### config.mk
export PLATFORM = sky130hd
export DESIGN_NAME = exec_seq
export DESIGN_NICKNAME = d
export VERILOG_FILES = /design/src/rtl/exec_seq_pkg.sv /design/src/rtl/seq_stage_reg.sv /design/src/rtl/exec_seq.sv
export SDC_FILE = /design/constraint.sdc
export NUM_CORES = 1
export LEC_CHECK = 0
export CAP_MARGIN = 20
export CORE_MARGIN = 5
export CORE_UTILIZATION = 40
export CTS_BUF_LIST = sky130_fd_sc_hd__clkbuf_8
export DETAILED_ROUTE_END_ITERATION = 8
export HOLD_SLACK_MARGIN = 0.03
export PLACE_DENSITY = 0.66
export RECOVER_POWER = 50
export SLEW_MARGIN = 20
export SYNTH_ARGS = -nofsm -noshare
export SYNTH_HDL_FRONTEND = slang
export SYNTH_SLANG_ARGS = --single-unit
export TNS_END_PERCENT = 50
### constraint.sdc
create_clock -name clk -period 7.4 [get_ports clk]
set_input_delay 1.48 -clock clk [delete_from_list [all_inputs] [get_ports clk]]
set_output_delay 1.48 -clock clk [all_outputs]
set_load 0.02 [all_outputs]
### src/rtl/exec_seq_pkg.sv
// Shared constants and types for the rysyCore execute-stage sequencer.
package exec_seq_pkg;

  // Datapath / PC width of the core.
  localparam int RYSY_REG_LEN = 32;

  // Default width of the redirect counter.
  localparam int FLUSH_CNT_W_DEF = 16;

  // ALU operand-1 select encodings.
  localparam logic ALU1_RS = 1'b0;
  localparam logic ALU1_PC = 1'b1;

  // Sequencer states: normal flow, or the one cycle after a PC load while
  // fetch still presents the stale instruction.
  typedef enum logic {
    SEQ_RUN   = 1'b0,
    SEQ_REDIR = 1'b1
  } seq_state_e;

endpackage : exec_seq_pkg

### src/rtl/seq_stage_reg.sv
// One pipeline stage register: PC, operand-1 select and valid tag.
// hold_i freezes the stage; kill_i clears only the valid bit of the
// captured entry, so killed entries keep their PC and select values.
module seq_stage_reg
  import exec_seq_pkg::*;
#(
  parameter int W = RYSY_REG_LEN
) (
  input  logic         clk,
  input  logic         rst,
  input  logic         hold_i,
  input  logic         kill_i,
  input  logic [W-1:0] pc_i,
  input  logic         sel_i,
  input  logic         vld_i,
  output logic [W-1:0] pc_o,
  output logic         sel_o,
  output logic         vld_o
);

  logic [W-1:0] pc_q;
  logic         sel_q;
  logic         vld_q;

  // Capture the upstream entry unless frozen; a kill drops its valid bit.
  always_ff @(posedge clk or posedge rst) begin
    if (rst) begin
      pc_q  <= '0;
      sel_q <= ALU1_RS;
      vld_q <= 1'b0;
    end else if (!hold_i) begin
      // NOTE: non-blocking assignments so every flop samples pre-edge values,
      // which is what lets D and E shift as a true pipeline.
      pc_q  <= pc_i;
      sel_q <= sel_i;
      vld_q <= vld_i & ~kill_i;
    end
  end

  assign pc_o  = pc_q;
  assign sel_o = sel_q;
  assign vld_o = vld_q;

endmodule : seq_stage_reg

### src/rtl/exec_seq.sv
// Execute-stage sequencer: carries fetch PC, operand-1 select and valid
// through decode into execute, honours stalls, and on a taken branch kills
// the two younger instructions, strobes the PC load and counts redirects.
module exec_seq
  import exec_seq_pkg::*;
#(
  parameter int REG_LEN     = RYSY_REG_LEN,
  parameter int FLUSH_CNT_W = FLUSH_CNT_W_DEF
) (
  input  logic                   clk,
  input  logic                   rst,
  input  logic [REG_LEN-1:0]     pc,
  input  logic                   fetch_vld,
  input  logic                   stall,
  input  logic                   dec_alu1_sel,
  input  logic                   br_taken,
  output logic [REG_LEN-1:0]     ex_pc,
  output logic                   alu1_sel,
  output logic                   ex_vld,
  output logic                   flush,
  output logic                   pc_load,
  output logic [FLUSH_CNT_W-1:0] flush_cnt
);

  seq_state_e             state_q, state_d;
  logic [FLUSH_CNT_W-1:0] cnt_q, cnt_d;
  logic [REG_LEN-1:0]     d_pc;
  logic                   d_sel;
  logic                   d_vld;
  logic                   fetch_take;
  logic                   redir;

  // A redirect is only accepted for a real instruction in a moving pipeline.
  assign redir      = ex_vld & br_taken & ~stall;
  assign flush      = redir;
  assign pc_load    = redir;
  // Right after a PC load the fetch output is stale, so it enters as a bubble.
  assign fetch_take = fetch_vld & (state_q == SEQ_RUN);

  seq_stage_reg #(.W(REG_LEN)) u_d_stage (
    .clk    (clk),
    .rst    (rst),
    .hold_i (stall),
    .kill_i (redir),
    .pc_i   (pc),
    .sel_i  (dec_alu1_sel),
    .vld_i  (fetch_take),
    .pc_o   (d_pc),
    .sel_o  (d_sel),
    .vld_o  (d_vld)
  );

  seq_stage_reg #(.W(REG_LEN)) u_e_stage (
    .clk    (clk),
    .rst    (rst),
    .hold_i (stall),
    .kill_i (redir),
    .pc_i   (d_pc),
    .sel_i  (d_sel),
    .vld_i  (d_vld),
    .pc_o   (ex_pc),
    .sel_o  (alu1_sel),
    .vld_o  (ex_vld)
  );

  // Next-state and saturating redirect count; both hold while stalled.
  always_comb begin
    // NOTE: defaults first so every path assigns every output (no latches).
    state_d = state_q;
    cnt_d   = cnt_q;
    if (redir && (cnt_q != '1)) begin
      cnt_d = cnt_q + FLUSH_CNT_W'(1);
    end
    unique case (state_q)
      SEQ_RUN:   if (redir)  state_d = SEQ_REDIR;
      SEQ_REDIR: if (!stall) state_d = SEQ_RUN;
      default:   state_d = SEQ_RUN;
    endcase
  end

  // State and counter registers.
  always_ff @(posedge clk or posedge rst) begin
    if (rst) begin
      state_q <= SEQ_RUN;
      cnt_q   <= '0;
    end else begin
      state_q <= state_d;
      cnt_q   <= cnt_d;
    end
  end

  assign flush_cnt = cnt_q;

endmodule : exec_seq
# After elaboration in Yosys (flattened, before gate mapping)
# Cells that the tools add are included.
# op_classes
muxes	3
addsub	1
n_reduce_logical	1
n_eq_ne	1
n_bitwise	8
# op_table
op	count
$add A16 B1 Y16 const B	1
$ne A16 B16 Y1 const B	1
$and A1 B1 Y1	5
$not A1 Y1	3
$mux W1	2
$pmux W1 S2	1
$logic_and A1 B1 Y1	1
# word_totals
reg_bits	85
out_inout_bits	52
word_cells	22

# Depth between registers and ports, before layout
# Gate-level depths: netlist of the first run.
# logic_depth
ltp_word	4
depth_mapped	7

# Modules after synthesis
# A second synthesis of the first run with hierarchy kept.
# hier_totals
hier_cells	227
area_unflattened_um2	3701.0
# modules_own_cells
module	seq_area_each_um2	cells_per_inst	n_inst	area_per_inst_um2
seq_stage_reg	850.8	75	2	1421.4
exec_seq	425.4	77	1	858.3

# Worst setup path before layout of the first run
# OpenSTA, ideal clock, no wires.
# synth_timing
path_kind	in2out
start	in stall
end	out pc_load
cell_stages	5
path_buffers	3
arrival_time_ns	2.286
required_time_ns	5.920
setup_slack_ns	3.634
path_cell_list	buf_6 > nand3b_4 > buf_6 > inv_1 > buf_4
# synth_between
elab_chain_len	2
# synth_rtl
item	line_no	source
start, declared	exec_seq.sv:14	input logic stall,
$not A1 Y1	exec_seq.sv:34	assign redir = ex_vld & br_taken & ~stall;
$and A1 B1 Y1	exec_seq.sv:34	
end, declared	exec_seq.sv:21	output logic pc_load,
# Every way passes these cells.

# Final worst setup path of the first run
# layout_timing
start	in br_taken
end	out pc_load
# layout_between
elab_chain_len	2
# layout_rtl
item	line_no	source
start, declared	exec_seq.sv:16	input logic br_taken,
$and A1 B1 Y1 (2 in a row)	exec_seq.sv:34	
# Every way passes these cells.

==> results of run 1 <==
## area by class of cell
cell class | count | share of cell area, %
tap | 105 | 2.86
inverter | 3 | 0.272
timing repair buffer | 91 | 19.6
clock buffer | 9 | 2.70
multi-input combinational | 135 | 26.8
sequential | 85 | 46.3
clock inverter | 7 | 1.47
## through the flow
stage,power (W),util (%),cells,setup WS [ps]
floorplan,0.000689,-,233,3630
global route,0.00118,55.3,435,2530
CTS,0.00113,55.6,435,2910
global placement,0.000805,53.3,419,2920
finish,0.00111,55.3,435,2640
detailed placement,0.000811,53.3,419,2920
## where the power goes
| group | total [W] | switching (W) | internal, W |
|---|---|---|---|
| Clock | 0.000314 | 0.000160 | 0.000154 |
| Sequential | 0.000562 | 0.0000414 | 0.000521 |
| Combinational | 0.000234 | 0.000104 | 0.000130 |
## worst min-delay path by stage
stage / startpoint / slack, ps / endpoint / cells after the start
after floorplan: state_q / 460 / state_q / 1
after global placement: u_d_stage.pc_o[3] / 480 / u_e_stage.pc_o[3] / 1
after detailed placement: u_d_stage.pc_o[16] / 490 / u_d_stage.pc_o[16] / 1
after CTS: u_d_stage.pc_o[15] / 510 / u_d_stage.pc_o[15] / 1
after global routing: u_d_stage.pc_o[16] / 530 / u_d_stage.pc_o[16] / 1
final: u_d_stage.pc_o[24] / 500 / u_e_stage.pc_o[24] / 1
## registers in the layout, summed over array words and instances, names as in the netlist
signal and count:
u_e_stage.pc_o 32, state_q 1, u_e_stage.sel_o 1, flush_cnt 16, u_d_stage.sel_o 1, u_d_stage.vld_o 1, u_d_stage.pc_o 32, u_e_stage.vld_o 1
## placed cells by master, fill, tap and decap left out, drive strengths merged, types with 3 or more instances in the layout
cell	instances
mux2	68
xor2	9
clkdlybuf4s50	86
dfrtp	85
clkinvlp	3
nor4	7
a21oi	3
nor2	6
nand4	5
inv	3
nand3	10
clkbuf	11
and4	3
clkinv	3
nand2	10
## worst max-delay path, delay by kind of cell
| family | cells | cell delay (ps) |
|---|---|---|
| buffers and inverters | 3 | 1470 |
| AND/OR/NAND/NOR | 1 | 330 |
## cell families after synthesis
group                      count (synthesis)  synth area share, %
muxes                                     69                 22.6
buffers and inverters                     13                 1.96
AOI/OAI and AO/OA                         10                 1.85
adders and majority gates                  1                0.363
and+or+nand+nor                           45                 8.90
xor gates and xnor gates                  10                 2.54
DFF                                       85                 61.8
## layer usage
| metal | GRT usage [%] | wire [µm] | up-vias |
|---|---|---|---|
| li1 | - | - | 1017 |
| met1 | 17.8 | 2950 | 1044 |
| met2 | 19.9 | 2860 | 73 |
| met3 | 5.95 | 644 | 11 |
| met4 | 5.98 | 109 | 0 |
| met5 | 0 | 0 | - |
==> run_results.csv, run 1 <==
group,metric,value,unit
status,status,"finished, violations left",
status,violations,"max-capacitance violations, max-slew violations",
drt,via_count,2145,
synth,yosysTopAreaCell,"dfrtp_1",
clock_tree,clock_path_buffers,2,
critical_path,reg2reg_to,"flush_cnt[1]",
critical_path,crit_path_end_kind,"output pin",
synth,syn-num-nets,272,
critical_path,max_stage_delay,640,ps
clock_tree,ctsHtreeMaxLevel,3,
sta,min_period,4760,ps
sta,finalCritPeriodShare,64.3,%
critical_path,crit_end,"pc_load",
cells_and_area,diodes,0,
synth,synth_commonest_cells,"dfrtp_1 (85), mux2_2 (67), nand2_1 (10), nand3_1 (10), xor2_1 (9)",
critical_path,crit_required,5920,ps
sta,report.final.slew_viol_count,72,
clock_tree,cts_setup_buffers,0,
global_routing,grt_pass1_vias,2303,
floorplan,start_util,41.5,%
critical_path,r2r_cells,5,
cells_and_area,multi_input_area,0.00123,mm²
synth,ys.warnings.count,0,
critical_path,slowest_stage,"clkdlybuf4s50_1",
clock_tree,clk_pin_slew,80,ps
synth,ys_ff_latch,85,
clock_tree,clock-sinks,85,
clock_tree,tritoncts,"yes",
sta,relSlewSlack,-141,%
cells_and_area,regArea,0.00213,mm²
critical_path,cp.arrival,3280,ps
synth,syn_avg_cell_area,14.8,µm²
place,gp_congestion,0.749,
clock_tree,cts_resized,0,
pwr,power.density,242,mW/mm²
synth,synth_cell_type_count,29,
critical_path,critical_path.startpoint_type,"primary input",
critical_path,crit_path_start,"br_taken",
synth,synthArstFlopShare,100,%
pwr,ir_drop,0.127,mV
place,dp_hpwl,4500,µm
global_routing,grt_use_total,13.7,%
floorplan,io_pins,90,
job,cap_violations,1,
cells_and_area,syn_to_final_growth,33.3,%
drt,wl_per_cell,15.1,µm
synth,synthCells,233,
drt,firstDrtPassIters,4,
cells_and_area,final_cell_area,0.00459,mm²
sta,fin_skew,8.42,ps
sta,setup_violations,0,
floorplan,std_cell_rows,33,
global_routing,grt_overflow,0,
drt,dr.first_iter.drc_count,55,
clock_tree,clk_latency,340,ps
min_path,hp-class,"reg2reg",
floorplan,die-area,0.0106,mm²
cells_and_area,layout-drive-gt1-share,27.0,%
sta,hold_viol,0,
synth,ys_seq_area_share,61.8,%
place,dpl_cell_area,0.00442,mm²
sta,worst_pin_slew,3620,ps
sta,fmax,210,MHz
drt,ant_nets,0,
place,io_buffers,89,
critical_path,path_cells,"dlygate4sd3_1 -> nand3b_1 -> inv_1 -> clkdlybuf4s50_1",
synth,synth_top_area_share,61.8,%
clock_tree,root_buffer,"clkbuf_8",
global_routing,antenna_found_initial,0,
drt,post-route-drc-count,0,
synth,yosysMostFrequentCell,"dfrtp_1",
synth,ys_top_cells_by_area,"dfrtp_1 (62%), mux2_2 (22%), xor2_1 (2.3%)",
synth,syn_area,0.00344,mm²
drt,avgViaCountPerCell,4.93,
sta,tns,0,ps
pwr,p_leak,1.95,nW
critical_path,reg2reg_from,"flush_cnt[0]",
clock_tree,cts_inserted_buffers,9,
critical_path,r2r_slack,5410,ps
sta,rsz0062_at_grt,"no",
floorplan,coreArea,0.00830,mm²
synth,synth_ff_type,"dfrtp_1",
floorplan,dieWidth,103,µm
clock_tree,cts_hold_buf,0,
floorplan,die_height,103,µm
global_routing,grt_first_pass_wirelength,11100,µm
critical_path,critical_path_class,"in2out",
drt,wirelength,6560,µm
global_routing,grt_max_degree,86,
synth,synth_edf_count,0,
cells_and_area,nFillCells,729,
cells_and_area,nets,364,
sta,whs,501,ps
critical_path,crit_path_max_fanout,11,
Power figures use the tool's default switching activity.
==> run 2, diff against run 1 <==
==> constraint.sdc (replaced) <==
create_clock -name clk -period 4.6 [get_ports clk]
set_input_delay 0.92 -clock clk [delete_from_list [all_inputs] [get_ports clk]]
set_output_delay 0.92 -clock clk [all_outputs]
set_load 0.02 [all_outputs]
==> run 2 against run 1 <==
  * The flow still finishes with violations (max-capacitance violations, max-slew violations)
  * Setup slack worse by 1400 ps
  * Register-to-register slack worse by 3100 ps
  * Combinational power up 62%
  * Wire length shrank 1.7%
  * First-iteration DRC count down 35%
  * Clock skew fell by 2.3 ps
  * Flip-flop and latch count unchanged
  * Cell area is 0.54% higher
  * Die area is the same
  * Largest power group unchanged
  * Via count increased by 2.1%
==> run_results.csv, run 2 (synthesis gave the netlist of run 1 again) <==
group,metric,value,unit
critical_path,path_cells,"clkdlybuf4s50_1 -> nand3b_4 -> inv_1 -> clkdlybuf4s50_1",
critical_path,critical_path_class,"in2out",
cells_and_area,nFillCells,697,
cells_and_area,final_cell_area,0.00462,mm²
critical_path,crit_required,3680,ps
floorplan,std_cell_rows,33,
critical_path,reg2reg_from,"flush_cnt[0]",
cells_and_area,diodes,0,
drt,wirelength,6450,µm
global_routing,grt_overflow,0,
sta,hold_viol,0,
clock_tree,ctsHtreeMaxLevel,3,
critical_path,crit_buf_inv,3,
floorplan,start_util,41.5,%
drt,firstDrtPassIters,4,
sta,worst_pin_slew,2230,ps
job,cap_violations,2,
cells_and_area,syn_to_final_growth,34.1,%
clock_tree,cts_setup_buffers,0,
critical_path,critical_path.startpoint_type,"primary input",
drt,via_count,2191,
critical_path,cp.arrival,2410,ps
clock_tree,cts_inserted_buffers,9,
status,status,"finished, violations left",
critical_path,r2r_cells,5,
global_routing,grt_max_degree,72,
sta,fin_skew,6.15,ps
floorplan,io_pins,90,
critical_path,crit_path_start,"br_taken",
clock_tree,cts_hold_buf,0,
clock_tree,clock_path_buffers,2,
place,dp_hpwl,4600,µm
floorplan,dieWidth,103,µm
cells_and_area,layout_commonest_cell,"clkdlybuf4s50_1",
global_routing,grt_first_pass_wirelength,10900,µm
place,io_buffers,89,
drt,ant_nets,0,
clock_tree,clk_pin_slew,80,ps
sta,fmax,300,MHz
critical_path,slowest_stage,"clkdlybuf4s50_1",
drt,wl_per_cell,14.8,µm
sta,setup_violations,0,
critical_path,cp.depth,4,
cells_and_area,nets,364,
drt,avgViaCountPerCell,5.04,
floorplan,die_height,103,µm
critical_path,max_stage_delay,630,ps
pwr,ir_drop,0.248,mV
sta,tns,0,ps
drt,post-route-drc-count,0,
min_path,hp-class,"reg2reg",
critical_path,crit_path_end_kind,"output pin",
clock_tree,root_buffer,"clkbuf_8",
drt,dr.first_iter.drc_count,36,
floorplan,die-area,0.0106,mm²
clock_tree,cts_resized,0,
sta,relSlewSlack,-49.3,%
pwr,power.density,399,mW/mm²
critical_path,crit_end,"pc_load",
sta,report.final.slew_viol_count,125,
place,gp_congestion,0.749,
clock_tree,clk_latency,330,ps
cells_and_area,final_cell_mix,"clkdlybuf4s50_1 (87), dfrtp_1 (85), mux2_2 (67), nand2_1 (10), nand3_1 (10)",
sta,finalCritPeriodShare,72.5,%
place,dpl_cell_area,0.00442,mm²
status,violations,"max-capacitance violations, max-slew violations",
clock_tree,clock-sinks,85,
global_routing,grt_pass1_vias,2196,
critical_path,reg2reg_to,"flush_cnt[1]",
sta,rsz0062_at_grt,"no",
global_routing,antenna_found_initial,0,
critical_path,critPathTopFamily,"buffers and inverters",
global_routing,grt_use_total,13.2,%
sta,min_period,3330,ps
critical_path,crit_top_cell,"clkdlybuf4s50_1",
critical_path,crit_path_max_fanout,11,
cells_and_area,layout-drive-gt1-share,27.6,%
floorplan,coreArea,0.00830,mm²
pwr,p_leak,1.96,nW
critical_path,r2r_slack,2280,ps
clock_tree,tritoncts,"yes",
-- run 2: changes by cell type in the layout (fill, tap and decap cells not counted), sizes merged --
cell / before / now
dlygate4sd3: 2 / 1
clkdlybuf4s50: 86 / 87
inv: 3 / 5
clkinv: 3 / 0
bufinv: 1 / 2
-- run 2: cell type report --
cell class                 count  area, µm²  area share (%)
sequential                    85       2130            46.1
multi-input combinational    135       1230            26.7
clock buffer                   9        124            2.68
inverter                       3       12.5           0.271
tap                          105        131            2.84
clock inverter                 7       91.3            1.98
timing repair buffer          91        897            19.4
-- run 2: per-stage QoR --
stage / util (%) / setup slack (ps) / cells / total power (W) / hold slack, ps
after CTS: 55.9 / 1250 / 435 / 0.00187 / 502
after detailed placement: 53.3 / 1260 / 419 / 0.00130 / 489
final: 55.6 / 1270 / 435 / 0.00184 / 492
after global routing: 55.6 / 1190 / 435 / 0.00195 / 518
after global placement: 53.3 / 1240 / 419 / 0.00129 / 478
after floorplan: - / 1490 / 233 / 0.00111 / 459
-- run 2: report_power, final --
part	total, W	switching (W)	leakage [nW]	internal [W]
sequential	0.000903	0.0000655	1.02	0.000838
combinational	0.000379	0.000167	0.828	0.000212
clock	0.000563	0.000259	0.108	0.000304
total	0.00184	0.000491	1.96	0.00135
-- run 2: worst min-delay path by stage --
stage	cells after the start	to	start	slack, ps
2_1_floorplan	1	state_q	state_q	460
3_3_place_gp	1	u_e_stage.pc_o[20]	u_d_stage.pc_o[20]	480
3_5_place_dp	1	u_e_stage.pc_o[24]	u_d_stage.pc_o[24]	490
4_1_cts	1	state_q	state_q	500
5_1_grt	1	u_d_stage.pc_o[4]	u_d_stage.pc_o[4]	520
6_report	1	state_q	state_q	490
-- run 2: layer usage --
| metal | routed length, µm | track usage, % |
|---|---|---|
| met1 | 2850 | 17.8 |
| met2 | 2940 | 19.3 |
| met3 | 646 | 5.41 |
| met4 | 19 | 4.48 |
| met5 | 0 | 0 |
